**config.mk**
```make
export PLATFORM = sky130hd
export DESIGN_NAME = mem_port_arbiter
export DESIGN_NICKNAME = d
export VERILOG_FILES = /design/src/rtl/mem_port_arbiter.sv
export SDC_FILE = /design/constraint.sdc
export NUM_CORES = 1
export LEC_CHECK = 0
export BUFFER_PORTS_ARGS = -buffer_cell sky130_fd_sc_hd__buf_2
export CAP_MARGIN = 20
export CELL_PAD_IN_SITES_DETAIL_PLACEMENT = 2
export CELL_PAD_IN_SITES_GLOBAL_PLACEMENT = 2
export CORE_UTILIZATION = 29
export CTS_CLUSTER_SIZE = 20
export DETAILED_ROUTE_END_ITERATION = 16
export PLACE_DENSITY = 0.84
export SYNTH_ARGS = -nofsm -noshare
export SYNTH_HDL_FRONTEND = slang
export SYNTH_SLANG_ARGS = --single-unit
export TNS_END_PERCENT = 100
```
**constraint.sdc**
```tcl
create_clock -name clk -period 2.2 [get_ports clk]
set_clock_uncertainty 0.2 [all_clocks]
set_input_delay 0.11 -clock clk [delete_from_list [all_inputs] [get_ports clk]]
set_output_delay 0.11 -clock clk [all_outputs]
set_load 0.05 [all_outputs]
```
**src/rtl/mem_port_arbiter.sv**
```systemverilog
// Arbiter sharing one single-ported memory between instruction fetch (I) and data access (D).
// Optional macro ARB_FAIR_EN bounds consecutive D grants while I waits (MAX_D_STREAK).
module mem_port_arbiter #(
  parameter int AW           = 32,
  parameter int DW           = 32,
  parameter int MAX_D_STREAK = 4
) (
  input  logic            clk,
  input  logic            rst_n,
  input  logic            i_req,
  input  logic [AW-1:0]   i_addr,
  output logic [DW-1:0]   i_rdata,
  output logic            i_done,
  input  logic            d_req,
  input  logic            d_we,
  input  logic [AW-1:0]   d_addr,
  input  logic [DW-1:0]   d_wdata,
  input  logic [DW/8-1:0] d_be,
  output logic [DW-1:0]   d_rdata,
  output logic            d_done,
  output logic            mem_req,
  output logic            mem_we,
  output logic [AW-1:0]   mem_addr,
  output logic [DW-1:0]   mem_wdata,
  output logic [DW/8-1:0] mem_be,
  input  logic [DW-1:0]   mem_rdata,
  input  logic            mem_ready
);

  localparam int BW = DW / 8;

  typedef enum logic [1:0] {IDLE = 2'd0, GNT_I = 2'd1, GNT_D = 2'd2, RESP = 2'd3} state_e;

  state_e          state_q, state_d;
  logic            pick_i, pick_d;
  logic            force_i;
  logic            mem_req_q, mem_we_q, i_done_q, d_done_q;
  logic [AW-1:0]   mem_addr_q;
  logic [DW-1:0]   mem_wdata_q, i_rdata_q, d_rdata_q;
  logic [BW-1:0]   mem_be_q;

`ifdef ARB_FAIR_EN
  localparam int SW = (MAX_D_STREAK < 1) ? 1 : $clog2(MAX_D_STREAK + 1);
  logic [SW-1:0] streak_q;

  assign force_i = i_req && (streak_q == SW'(MAX_D_STREAK));

  // D-grant streak: counts D grants made while I was waiting
  always_ff @(posedge clk or negedge rst_n) begin
    if (!rst_n) begin
      streak_q <= '0;
    end else if (pick_i) begin
      streak_q <= '0;
    end else if (pick_d) begin
      streak_q <= i_req ? (streak_q + SW'(1)) : '0;
    end else begin
      streak_q <= streak_q;
    end
  end
`else
  assign force_i = 1'b0;
`endif

  // Next-state logic; requests are only sampled in IDLE
  always_comb begin
    state_d = state_q;
    pick_i  = 1'b0;
    pick_d  = 1'b0;
    case (state_q)
      IDLE: begin
        if (d_req && !force_i) begin
          pick_d  = 1'b1;
          state_d = GNT_D;
        end else if (i_req) begin
          pick_i  = 1'b1;
          state_d = GNT_I;
        end else begin
          state_d = IDLE;
        end
      end
      GNT_I, GNT_D: begin
        if (mem_ready) begin
          state_d = RESP;
        end else begin
          state_d = state_q;
        end
      end
      RESP:    state_d = IDLE;
      default: state_d = IDLE;
    endcase
  end

  // State, memory-side command and completion registers
  always_ff @(posedge clk or negedge rst_n) begin
    if (!rst_n) begin
      state_q     <= IDLE;
      mem_req_q   <= 1'b0;
      mem_we_q    <= 1'b0;
      mem_addr_q  <= '0;
      mem_wdata_q <= '0;
      mem_be_q    <= '0;
      i_done_q    <= 1'b0;
      d_done_q    <= 1'b0;
      i_rdata_q   <= '0;
      d_rdata_q   <= '0;
    end else begin
      state_q   <= state_d;
      mem_req_q <= (state_d == GNT_I) || (state_d == GNT_D);
      i_done_q  <= (state_q == GNT_I) && mem_ready;
      d_done_q  <= (state_q == GNT_D) && mem_ready;
      if (pick_d) begin
        mem_we_q    <= d_we;
        mem_addr_q  <= d_addr;
        mem_wdata_q <= d_wdata;
        mem_be_q    <= d_be;
      end else if (pick_i) begin
        mem_we_q    <= 1'b0;
        mem_addr_q  <= i_addr;
        mem_wdata_q <= '0;
        mem_be_q    <= '1;
      end else begin
        mem_we_q    <= mem_we_q;
        mem_addr_q  <= mem_addr_q;
        mem_wdata_q <= mem_wdata_q;
        mem_be_q    <= mem_be_q;
      end
      // D writes leave the last load value visible on d_rdata
      if ((state_q == GNT_I) && mem_ready) begin
        i_rdata_q <= mem_rdata;
      end else begin
        i_rdata_q <= i_rdata_q;
      end
      if ((state_q == GNT_D) && mem_ready && !mem_we_q) begin
        d_rdata_q <= mem_rdata;
      end else begin
        d_rdata_q <= d_rdata_q;
      end
    end
  end

  assign mem_req   = mem_req_q;
  assign mem_we    = mem_we_q;
  assign mem_addr  = mem_addr_q;
  assign mem_wdata = mem_wdata_q;
  assign mem_be    = mem_be_q;
  assign i_done    = i_done_q;
  assign d_done    = d_done_q;
  assign i_rdata   = i_rdata_q;
  assign d_rdata   = d_rdata_q;

endmodule

```
# --- Word-level counts from Yosys, hierarchy flattened ---
# Cells that the tools add are included.
totals:
  elab_cells: 40
  register_bits: 138
  out_inout_bits: 136
  input_bits: 138
classes:
  eq_ne: 5
  n_mux: 17
  n_reduce_logical: 8
ops:
  columns: ["op", "count"]
  rows:
  - ["32-bit two-way mux", 4]
  - ["1-bit two-way mux", 8]
  - ["4-bit two-way mux", 2]
  - ["2-bit == test, second input constant", 3]
  - ["2-bit one-hot mux with 3 select lines", 1]
  - ["2-bit by 1-bit == test with 1-bit output, second input constant", 2]
  - ["2-bit two-way mux", 2]
  - ["1-bit logical AND", 3]
  - ["2-bit zero test", 1]
  - ["2-bit nonzero test", 1]
  - ["2-bit OR reduction", 1]
  - ["1-bit zero test", 1]
  - ["1-bit logical OR", 1]

# --- Depth between registers and ports, before layout ---
# Gate-level depths: netlist (run 1).
logic_depth:
  ltp_word: 5
  mapped_depth: 7
  depth_no_buf: 5

# --- Worst setup path before layout (run 1) ---
# No wires, ideal clock.
synth_path:
  kind: "register to register"
  start: "register state_q[0]"
  end: "register d_rdata_q[10] (netlist: d_rdata[10])"
  path_slack_ns: 0.510
  t_required_ns: 1.875
  arrival_ns: 1.365
  synth_period_minus_slack_ns: 1.690
  setup_ns: 0.125
  path_stages_with_launch: 8
  path_buffers: 2
  cell_sequence: "dfrtp_1 inv_1 ha_1 and2_1 nand2b_1 buf_6 buf_6 mux2_4"
synth_between:
  elab_chain_cells: 3
synth_lines:
  columns: ["element", "line_no", "source"]
  rows:
  - ["start: declaration", "34", "state_e state_q, state_d;"]
  - ["start signal: assignment", "107", "state_q <= state_d;"]
  - ["2-bit == test", "133", "if ((state_q == GNT_D) && mem_ready && !mem_we_q) begin"]
  - ["1-bit logical AND (2 in series)", "133", null]
  - ["end signal: assignment", "134", "d_rdata_q <= mem_rdata;"]
  - ["end signal: assignment", "136", "d_rdata_q <= d_rdata_q;"]
  - ["end: declaration", "39", "logic [DW-1:0] mem_wdata_q, i_rdata_q, d_rdata_q;"]
# Every way passes these cells.
# A chain may end at the register's enable or synchronous reset.

# --- Final worst setup path (run 1) ---
layout_path:
  start: "input port d_req"
  end: "register mem_addr_q[0] (netlist: mem_addr[0])"
layout_between:
  elab_chain_cells: 3
  elab_cells_between_ends: 6
  classes_between: "mux (5); reduce/logical (1)"
layout_lines:
  columns: ["element", "line_no", "source"]
  rows:
  - ["start: declaration", "14", "input logic d_req,"]
  - ["1-bit two-way mux", "71", "if (d_req && !force_i) begin"]
  - ["1-bit two-way mux", "69", "case (state_q)"]
  - ["32-bit two-way mux / 2-bit nonzero test (equally long branches)", null, null]
  - ["end signal: assignment", "113", "mem_addr_q <= d_addr;"]
  - ["end signal: assignment", "118", "mem_addr_q <= i_addr;"]
  - ["end signal: assignment", "123", "mem_addr_q <= mem_addr_q;"]
  - ["end: declaration", "38", "logic [AW-1:0] mem_addr_q;"]
# Several ways; a longest one is shown, not always the timed one.

==> results of run 1 <==
critical path, stage by stage:
cell,delay [ns]
dlygate4sd3_1,0.53
buf_2,0.26
buf_4,0.31
mux2i_1,0.27
dlygate4sd3_1,0.57
o21ai_0,0.10
state kept, by name (all words and copies together) (netlist names), 2 cells and up:
signal and count:
mem_addr 32, state_q 2, mem_wdata 32, d_rdata 32
mem_be 4, i_rdata 32
worst paths after layout:
path / startpoint / endpoint / slack, ns / depth (start not counted)
worst max register to register: state_q[1] / mem_addr[4] / 0.22 / 5
worst max-delay path: d_req / mem_addr[0] / 0.1 / 6
worst min-delay path: rst_n / d_rdata[22] / 0.004 / 2
min in group clk: d_wdata[15] / mem_wdata[15] / 0.27 / 3
worst min register to register: mem_addr[11] / mem_addr[11] / 0.28 / 2
max in group asynchronous: rst_n / mem_req / 1.14 / 3
cell type report:
class	count	area (µm²)	area share [%]
clock inverter	14	159	1.74
multi-input combinational	215	1900	20.7
clock buffer	18	429	4.69
timing repair buffer	420	2900	31.7
sequential	138	3450	37.8
inverter	4	15.0	0.164
tap	234	293	3.20
power breakdown:
group	switching [mW]	internal [mW]	leakage [nW]
clock	1.22	1.70	0.276
combinational	6.42	2.44	2.73
sequential	0.831	3.81	1.68
layer usage:
metal,global-route usage [%],part of all wire [%]
met4,11.0,3.6
met2,44.2,54
met5,0,0
met1,24.4,37
met3,6.50,5.3
cells in the final DEF (no fill, tap or decap), drive strengths merged, types with 4 or more instances in the layout:
master	Yosys	final
clkinvlp	0	4
ha	4	4
nand2	33	33
mux2i	31	31
clkbuf	3	18
buf	22	283
a22o	33	33
dlygate4sd3	0	137
dfrtp	138	138
inv	4	10
o22a	4	4
o21ai	34	34
mux2	64	64
cell families (layout without fill, tap and decap cells):
logic type	count (synthesis)	in the layout	synth area share (%)
DFF	138	138	62.7
and+or+nand+nor	39	39	2.84
adders and majority gates	4	4	0.909
xor gates and xnor gates	1	1	0.159
buffers and inverters	29	456	3.13
muxes	95	95	20.8
AOI/OAI and AO/OA	76	76	9.52
metrics by stage:
step,area (µm²),cells
finish,9140,1043
global route,9140,1043
CTS,9140,1043
detailed placement,7180,874
global placement,7180,874
floorplan,5510,382
timing repair:
action / CTS / global route
gates resized for setup: 0 / 1
endpoints found under the hold margin: 275 / 0
hold buffers: 137 / 0
setup endpoints to repair: 0 / 4
==> impl_metrics.ini, run 1 <==
[outcome]
run_status = finished, final reports clean

[drt]
avgViaCountPerCell = 4.72
drtAntennaViolNets = 0
routed_wl_mm = 22.4
dr_total_vias = 4919
drt-wirelength-per-cell_um = 21.5
drc = 0
first_pass_iters = 4
drt_iter0_drc = 103

[critical_path]
end_kind = flop
crit_path_start_kind = input pin
required_ns = 2.27
crit_arrival_ns = 2.17
path_max_fanout = 12
critical_path_class = in -> reg

[global_routing]
grt_pass1_vias = 5984
antenna_found_initial = 0
grt_max_degree = 48
grt_pass1_wl_mm = 34.9
grt_usage_pct = 23.7
globalRouteOverflowTotal = 0

[logic_synthesis]
synth_nets = 524
ys_ff_latch = 138
yosys.area.top_type_share_pct = 62.7
synth_edf_count = 0
synth_most_common_cell = dfrtp_1
ys_warn_count = 0
synth.largest_area_cell = dfrtp_1
synthTopCellsByCount = 138 x dfrtp_1, 34 x mux2_2, 33 x a22o_1, 33 x nand2_1, 33 x o21ai_0
syn_avg_cell_area_um2 = 14.4
ys_types = 23
yosysSeqAreaShare_pct = 62.7
synth.top_cells.by_area = dfrtp_1 63%, mux2_4 8.2%, mux2_2 6.9%
ys.flop_type = dfrtp_1
netlist_area_um2 = 5510
netlist_instances = 382
async_flop_share_pct = 100

[layout]
n_fill_cell = 1836
area_growth_syn_to_layout_pct = 66.0
utilization_pct = 49.0
n_antenna_cell = 0
drive_above_1_share_pct = 47.0
fin_nets = 938

[clocking]
cts_tree = built
cts_buffers = 17
cts_root_buf = clkbuf_16
clock_latency_ns = 0.41
path_clk_slew_ns = 0.06
cts.sinks = 138
postCtsSetupRepairBufs = 0
h-tree-depth = 4
cts_buffer_depth = 2

[sta]
rsz0062_at_grt = no
fmax_mhz = 476
fin_crit_sh_pct = 95.6
fin_setup_tns_ns = 0
fin_crit_ns = 2.10
report.final.hold_viol_count = 0
tightest_slew_ns = 0.529
worst_slack_ns = 0.0973
relSlewSlack_pct = 64.6
drv_slew = 0
setup_viol_count_final = 0
hold_slack_ns = 0.00396

[pwr]
irDropWorstVdd_v = 0.000699
p_per_area_nw_per_um2 = 1800
p_leak_nw = 4.68
p_total_mw = 16.4

[flow_run]
maxCapViolCount = 0

[place]
gp_congestion = 0.752
post-dp-hpwl_mm = 13.4
pre_cts_ws_ns = 0.313
numPortBuffers = 273

[floorplan]
ios = 274
rows = 50
start_util_pct = 29.6
core_area_um2 = 18600
die_area_um2 = 19600
die_h_um = 140
chipWidth_um = 140

[min_path]
hold_class = in -> async
No activity file was read; power rests on OpenSTA's default activity.
==> run 2, diff against run 1 <==
--- a/config.mk
+++ b/config.mk
@@ -12,7 +12,8 @@
 export CORE_UTILIZATION = 29
 export CTS_CLUSTER_SIZE = 20
 export DETAILED_ROUTE_END_ITERATION = 16
-export PLACE_DENSITY = 0.84
+export MAX_ROUTING_LAYER = met4
+export PLACE_DENSITY_LB_ADDON = 0.1
 export SYNTH_ARGS = -nofsm -noshare
 export SYNTH_HDL_FRONTEND = slang
 export SYNTH_SLANG_ARGS = --single-unit
==> run 2 against run 1 <==
- sequential power is 3% lower
- hold slack better by 0.065 ns
- worst setup slack better by 0.024 ns
- cell count unchanged
- power is 0.71% lower
- count of clock-buffer cells in the layout is the same
- utilization rose by 0.20 points
- largest cell class unchanged
- via count down 1.7%
- wire length shrank 9.8%
- clock power grew 4%
==> impl_metrics.ini, run 2 (synthesis results as in run 1) <==
[critical_path]
crit_path_start_kind = input pin
cp_cell_sequence = dlygate4sd3_1 -> buf_2 -> buf_12 -> mux2i_1 -> dlygate4sd3_1 -> o21ai_0
crit_arrival_ns = 2.16
required_ns = 2.29
path_depth = 6
path_max_fanout = 27
critical_path_class = in -> reg
max_stage_delay_ns = 0.59
reg2regPathDepth = 5
crit_top_cell = dlygate4sd3_1
cpLargestDelayFamily = buffers and inverters
crit_buf_inv = 4
cp_slowest_cell = dlygate4sd3_1
end_kind = flop

[floorplan]
core_area_um2 = 18600
die_area_um2 = 19600
start_util_pct = 29.6
chipWidth_um = 140
ios = 274
rows = 50
die_h_um = 140

[place]
post-dp-hpwl_mm = 12.5
numPortBuffers = 273
dpl_cell_area_um2 = 7170
gp_congestion = 0.737
placed_cells = 874

[clocking]
h-tree-depth = 4
path_clk_slew_ns = 0.06
cts_tree = built
cts_buffer_depth = 2
clock_latency_ns = 0.41
cts.sinks = 138
cts_resized = 0
postCtsSetupRepairBufs = 0
cts_root_buf = clkbuf_16
cts_buffers = 17
cts.hold.buffers_added = 138

[layout]
fin_area_um2 = 9180
fin_nets = 939
ff_latch_area_um2 = 3450
drive_above_1_share_pct = 47.0
n_fill_cell = 1853
n_antenna_cell = 0
layout_commonest_cell = buf_2
instances_no_fill = 1043
final_cell_mix = 272 x buf_2, 138 x dfrtp_1, 137 x dlygate4sd3_1
multi_input_area_um2 = 1900
area_growth_syn_to_layout_pct = 66.7

[pwr]
irDropWorstVdd_v = 0.000625
p_leak_nw = 4.70
p_per_area_nw_per_um2 = 1780

[sta]
tightest_slew_ns = 0.388
relSlewSlack_pct = 74.1
rsz0062_at_grt = no
fmax_mhz = 481
fin_setup_tns_ns = 0
fin_crit_ns = 2.08
setup_viol_count_final = 0
hold_slack_ns = 0.0686
report.final.hold_viol_count = 0
drv_slew = 0
fin_crit_sh_pct = 94.5

[drt]
drtAntennaViolNets = 0
avgViaCountPerCell = 4.64
drc = 0
dr_total_vias = 4836
routed_wl_mm = 20.2
drt-wirelength-per-cell_um = 19.4
first_pass_iters = 4
drt_iter0_drc = 96

[global_routing]
grt_usage_pct = 22.1
antenna_found_initial = 0
grt_pass1_wl_mm = 31.8
grt_max_degree = 64
globalRouteOverflowTotal = 0
grt_pass1_vias = 5717

[outcome]
run_status = finished, final reports clean

[flow_run]
maxCapViolCount = 0

[min_path]
hold_class = in -> async
## run 2: changes by cell type in the layout (fill, tap and decap cells not counted)
| cell | before | now |
|---|---|---|
| clkinv_4 | 1 | 4 |
| inv_6 | 5 | 2 |
| buf_4 | 3 | 5 |
| bufinv_16 | 2 | 4 |
| clkinvlp_4 | 4 | 2 |
| buf_6 | 2 | 1 |
| inv_8 | 1 | 0 |
## run 2: layout make-up
cell class | count | area share, %
sequential | 138 | 37.6
timing repair buffer | 421 | 31.6
multi-input combinational | 215 | 20.7
clock buffer | 18 | 4.67
tap | 234 | 3.19
clock inverter | 13 | 2.10
inverter | 4 | 0.164
## run 2: worst register-to-register path: stages, from the launching register on
cell and delay, ns:
dfrtp_1 0.40, inv_1 0.11, ha_1 0.33, and2_1 0.18, buf_4 0.35, a22o_1 0.25
## run 2: final timing paths
kind	from	endpoint	slack, ns
max	d_req	mem_addr[15]	0.12
min	rst_n	d_rdata[16]	0.07
max reg2reg	state_q[0]	mem_wdata[8]	0.32
min reg2reg	mem_addr[4]	mem_addr[4]	0.28
max in group asynchronous	rst_n	d_rdata[4]	1.40
min in group clk	d_wdata[15]	mem_wdata[15]	0.26
## run 2: routing by layer
metal	GRT usage (%)	wire length (µm)	vias to the layer above
li1	-	-	2188
met3	5.51	1130	39
met5	-	0	-
met4	8.27	501	0
met1	23.9	7940	2425
met2	38.9	10700	184
## run 2: stage by stage
| stage | power (mW) | utilization, % | worst slack (ns) |
|---|---|---|---|
| after global placement | 12.8 | 38.4 | 0.386 |
| final | 16.3 | 49.2 | 0.122 |
| after detailed placement | 13.0 | 38.4 | 0.340 |
| after global routing | 17.0 | 49.2 | 0.0177 |
| after floorplan | 10.8 | - | 0.510 |
| after CTS | 16.4 | 49.2 | 0.171 |
## run 2: power breakdown
group | internal, mW | switching [mW] | leakage [nW]
registers | 3.81 | 0.719 | 1.68
logic | 2.42 | 6.32 | 2.73
clock network | 1.90 | 1.13 | 0.297
